$ cat src/rtl/vga_fb_arbiter.sv
// Single-port framebuffer RAM arbiter: display fetch always wins, host reads/writes use idle slots.
// Optional macro FB_STALL_CNT_EN adds a saturating host stall counter (stall_cnt, stall_clr).
module vga_fb_arbiter #(
    parameter int ADDR_W    = 8,
    parameter int DATA_W    = 4,
    parameter bit TEAR_FREE = 1'b1
) (
    input  logic              clk,
    input  logic              rst_n,
    input  logic              vblank,
    input  logic              disp_req,
    input  logic [ADDR_W-1:0] disp_addr,
    output logic [DATA_W-1:0] disp_rdata,
    output logic              disp_rvalid,
    input  logic              host_valid,
    input  logic              host_we,
    input  logic [ADDR_W-1:0] host_addr,
    input  logic [DATA_W-1:0] host_wdata,
    output logic              host_ready,
    output logic [DATA_W-1:0] host_rdata,
    output logic              host_rvalid,
    input  logic              host_rready,
    output logic              ram_en,
    output logic              ram_we,
    output logic [ADDR_W-1:0] ram_addr,
    output logic [DATA_W-1:0] ram_wdata,
    input  logic [DATA_W-1:0] ram_rdata
`ifdef FB_STALL_CNT_EN
    ,
    input  logic              stall_clr,
    output logic [15:0]       stall_cnt
`endif
);

    typedef enum logic [1:0] {IDLE, RD_WAIT, RD_HOLD} state_t;

    state_t state;
    logic   write_ok;
    logic   host_fire;

    // Reads ignore vblank; only writes can tear the picture.
    assign write_ok   = !host_we || (TEAR_FREE == 1'b0) || vblank;
    assign host_ready = rst_n && host_valid && (state == IDLE) && !disp_req && write_ok;
    assign host_fire  = host_valid && host_ready;
    assign disp_rdata = ram_rdata;

    always_comb begin
        ram_en    = 1'b0;
        ram_we    = 1'b0;
        ram_addr  = '0;
        ram_wdata = '0;
        if (rst_n && disp_req) begin
            ram_en   = 1'b1;
            ram_addr = disp_addr;
        end else if (host_fire) begin
            ram_en    = 1'b1;
            ram_we    = host_we;
            ram_addr  = host_addr;
            ram_wdata = host_wdata;
        end
    end

    always_ff @(posedge clk or negedge rst_n) begin
        if (!rst_n) begin
            state       <= IDLE;
            disp_rvalid <= 1'b0;
            host_rvalid <= 1'b0;
            host_rdata  <= '0;
        end else begin
            disp_rvalid <= disp_req;
            case (state)
                IDLE: begin
                    if (host_fire && !host_we)
                        state <= RD_WAIT;
                end
                // RAM data for the host read arrives now, even if the display issues this cycle.
                RD_WAIT: begin
                    host_rdata  <= ram_rdata;
                    host_rvalid <= 1'b1;
                    state       <= RD_HOLD;
                end
                RD_HOLD: begin
                    if (host_rready) begin
                        host_rvalid <= 1'b0;
                        state       <= IDLE;
                    end
                end
                default: state <= IDLE;
            endcase
        end
    end

`ifdef FB_STALL_CNT_EN
    always_ff @(posedge clk or negedge rst_n) begin
        if (!rst_n)
            stall_cnt <= '0;
        else if (stall_clr)
            stall_cnt <= '0;
        else if (host_valid && !host_ready && (stall_cnt != 16'hFFFF))
            stall_cnt <= stall_cnt + 16'd1;
    end
`endif

endmodule

$ cat config.mk
export PLATFORM = sky130hd
export DESIGN_NAME = vga_fb_arbiter
export DESIGN_NICKNAME = d
export VERILOG_FILES = /design/src/rtl/vga_fb_arbiter.sv
export SDC_FILE = /design/constraint.sdc
export NUM_CORES = 1
export LEC_CHECK = 0
export CAP_MARGIN = 20
export CORE_ASPECT_RATIO = 1.2
export CORE_MARGIN = 2
export CORE_UTILIZATION = 34
export DETAILED_ROUTE_END_ITERATION = 10
export PLACE_DENSITY = 0.93
export SETUP_SLACK_MARGIN = 0.02
export SYNTH_ARGS = -nofsm -noshare
export SYNTH_HDL_FRONTEND = slang
export SYNTH_SLANG_ARGS = --single-unit
$ cat constraint.sdc
create_clock -name clk -period 2.12 [get_ports clk]
set_clock_uncertainty 0.15 [all_clocks]
set_input_delay 0.424 -clock clk [delete_from_list [all_inputs] [get_ports clk]]
set_output_delay 0.424 -clock clk [all_outputs]
set_load 0.02 [all_outputs]
; Word-level counts from Yosys, hierarchy flattened
; Cells that the tools add are included.
; Widths: inputs -> output; s select.
[totals]
ff_bits = 8
output_inout_bits = 25
[classes]
reduce_logical = 14
muxes = 13
n_eq_ne = 4
[op_table]
columns = op, count
row1 = $mux 8, 2
row2 = $mux 4, 2
row3 = $logic_and 1x1->1, 7
row4 = $pmux 2 s3, 1
row5 = $mux 1, 5
row6 = $mux 2, 2
row7 = $reduce_and 2->1, 2
row8 = $eq 2x1->1 const B, 1
row9 = $eq 2x2->1 const B, 1
row10 = $logic_not 1->1, 2
row11 = $logic_not 2->1, 1
row12 = $ne 2x1->1 const B, 1
row13 = $ne 2x2->1 const B, 1
row14 = $pmux 1 s2, 1
row15 = $reduce_bool 2->1, 1
row16 = $logic_or 1x1->1, 1

; Logic depth before layout (Yosys ltp)
[logic_depth]
word_depth = 8
depth_mapped = 5

; Worst setup path after synthesis
; Ideal clock, no wire load.
[synth_timing]
path_type = input -> output
start = input disp_req
end = output ram_addr[4]
stages = 3
n_path_buf = 2
required_ps = 1546
setup_slack_ps = -36
arrival_time_ps = 1582
path_cell_list = clkbuf_2 > buf_4 > o41ai_1
[synth_via]
elab_chain_cells = 6
word_cells_on_any_way = 7
cone_classes = mux: 2 / reduce/logical: 5
[synth_lines]
columns = item, line_no
row1 = start: declaration, 11  ; input logic disp_req,
row2 = $logic_not 1->1, 43  ; assign host_ready = rst_n && host_valid && (state == IDLE) && !disp_req && write_ok;
row3 = $logic_and 1x1->1 (2 in a row), 43
row4 = $logic_and 1x1->1, 44  ; assign host_fire = host_valid && host_ready;
row5 = $mux 8, 55  ; end else if (host_fire) begin
row6 = $mux 8 (*), 52  ; if (rst_n && disp_req) begin
row7 = end: declaration, 25  ; output logic [ADDR_W-1:0] ram_addr,
; Every way passes the cells marked *; elsewhere a longest branch is shown, timed or not.

; Final worst setup path
[layout_timing]
start = register state[0]
end = output ram_addr[0]
[layout_via]
elab_chain_cells = 7
[layout_lines]
columns = item, line_no
row1 = start: declaration, 37  ; state_t state;
row2 = start signal: assignment, 65  ; state <= IDLE;
row3 = start signal: assignment, 74  ; state <= RD_WAIT;
row4 = start signal: assignment, 80  ; state <= RD_HOLD;
row5 = $logic_not 2->1, 43
row6 = $logic_and 1x1->1 (3 in a row), 43
row7 = $logic_and 1x1->1, 44
row8 = $mux 8, 55
row9 = $mux 8, 52
; No other way between the ends.

==> metrics.csv <==
metric,value,unit
outcome,completed,
numCtsBuffers,3,
drt_iter0_drc,2,
htreeDepth,1,
yosysTopAreaCell,dfrtp_1,
peakVddDrop,0.000361,V
synth_nets,95,
yosysMostFrequentCell,inv_1,
min_path_type,in2async,
vias,738,
dp_slack,-0.674,ns
cts_sinks,8,
gp_congestion,0.684,
syn2layout_area_growth,107,%
cp.arrival,1.54,ns
cp_max_fo,8,
cts-hold-fix-buffers,0,
rows,17,
drive_gt1_share,41.0,%
syn_avg_cell_area,10.7,um^2
drv_slew,0,
setup_slack,0.00475,ns
synth-edff-count,0,
hpwl,1510,um
clk_latency,0.26,ns
fin_nets,155,
grt_pass1_wl,3360,um
path_class,reg2out,
hold_viol,0,
rsz0062_at_grt,yes,
fmax,0.473,GHz
stdcell_count,141,
final-setup-viol-count,0,
async_flop_share,100,%
route.detailed.drc,0,
syn-cell-area,684,um^2
core,1870,um^2
ys_ff_latch,8,
drtPass1Iterations,4,
period_needed,2.12,ns
cp-end-kind,output port,
antenna_found_initial,0,
tritoncts,done,
yosys.cell_types.count,22,
io_pins,56,
clk_path_buf_depth,2,
power_density,471,nW/um^2
max_slew_margin,72.0,%
ant_nets,0,
synth_area_leaders,"dfrtp_1, nor4b_2, o41ai_1",
timing.final.crit_share,99.8,%
netlist_top_cells_count,"inv_1, dfrtp_1, nand3_1, o41ai_1, buf_4",
synth_top_area_share,29.3,%
grt_pass1_vias,790,
routed_via_density,5.23,
routedWlPerCell,16.0,um
routed_wl,2250,um
clock-root-buffer,clkbuf_4,
synth_warnings,0,
die_w,45.0,um
grt_max_degree,18,
p_leak,0.696,nW
start_util,36.6,%
cp_data_required_time,1.55,ns
io_buffers,55,
overflow,0,
postCtsSetupRepairBufs,0,
dp_cells,135,
cts.clk_slew.worst_paths,0.05,ns
die-area,2390,um^2
ys_seq_area_share,29.3,%
worstSetupStartpointType,flop,
antenna_cells,0,
synthFlopType,dfrtp_1,
die_h,53.1,um
drv_cap,0,
grt.total_usage,19.8,%
tightest_slew,0.419,ns
syn-instance-count,64,
==> worst paths after layout <==
path | endpoint | from | slack [ns] | cells past startpoint
worst max register to register | host_rdata[2]$_DFFE_PN0P_ | state[1]$_DFFE_PN0P_ | 0.56 | 3
worst max-delay path | ram_addr[0] | state[0]$_DFFE_PN0P_ | 0.005 | 4
worst min-delay path | state[1]$_DFFE_PN0P_ | rst_n | 0.19 | 2
min in group clk | host_rdata[3]$_DFFE_PN0P_ | host_rdata[3]$_DFFE_PN0P_ | 0.37 | 1
worst min register to register | host_rdata[3]$_DFFE_PN0P_ | host_rdata[3]$_DFFE_PN0P_ | 0.37 | 1
max in group asynchronous | host_rdata[0]$_DFFE_PN0P_ | rst_n | 1.45 | 2
==> through the flow <==
step	hold slack, ns	util (%)	total power, mW	setup TNS [ns]	area (um^2)
2_1_floorplan	-0.0216	-	0.352	0	692
3_3_place_gp	0.345	66.8	0.507	-8.44	1250
3_5_place_dp	0.354	66.8	0.514	-9.04	1250
4_1_cts	0.186	72.1	0.658	-0.149	1350
5_1_grt	0.208	75.9	0.706	-0.379	1420
6_report	0.195	75.9	0.668	0	1420
==> sequential cells by signal, indices dropped and copies added (netlist names) <==
name	count
host_rdata	4
disp_rvalid	1
state	2
host_rvalid	1
==> per-layer routing <==
| metal | vias up | wire length [um] | track usage (%) |
|---|---|---|---|
| li1 | 349 | - | - |
| met4 | 0 | 36 | 8.82 |
| met3 | 5 | 149 | 3.41 |
| met1 | 345 | 792 | 19.8 |
| met5 | - | 0 | 0 |
| met2 | 39 | 1270 | 38.3 |
==> cell type report <==
class / instances / area, um^2
Multi-Input combinational cell: 36 / 485
Inverter: 9 / 33.8
Tap cell: 19 / 23.8
Clock buffer: 3 / 22.5
Fill cell: 138 / 452
Sequential cell: 8 / 200
Timing Repair Buffer: 66 / 654
==> worst max-delay path, cell delays in order, from the launching register on <==
cell       delay, ns
dfrtp_1         0.39
nand4bb_4       0.27
buf_12          0.19
o41ai_2         0.20
buf_2           0.21
==> placed cells by master, fill, tap and decap left out, types with 2 or more instances in the layout <==
master	count
clkbuf_4	3
buf_4	14
o41ai_2	3
dlygate4sd2_1	5
clkdlybuf4s50_1	33
buf_2	6
mux2_2	4
nor3_1	2
nor4b_4	4
inv_1	9
o41ai_4	5
dlymetal6s2s_1	2
buf_12	2
dfrtp_1	8
nand3_1	8
buf_6	2
==> timing repair <==
action / 4_1_cts / 5_1_grt
endpoints found under the setup margin: 15 / 17
cloned: 3 / 0
pin swaps: 4 / 5
gates resized for setup: 94 / 15
==> cells by family (layout without fill, tap and decap cells) <==
logic type	count (synthesis)	count (layout)	synth area share, %
simple gates	21	21	28.0
compound gates	11	11	16.6
buf+inv	20	78	19.6
flops	8	8	29.3
mux	4	4	6.58
==> report_power, final <==
part | internal, mW | switching [mW] | leakage, nW
Clock | 0.0650 | 0.0555 | 0.0138
Sequential | 0.182 | 0.0188 | 0.0998
Combinational | 0.190 | 0.157 | 0.582
(Power assumes the default switching activity.)
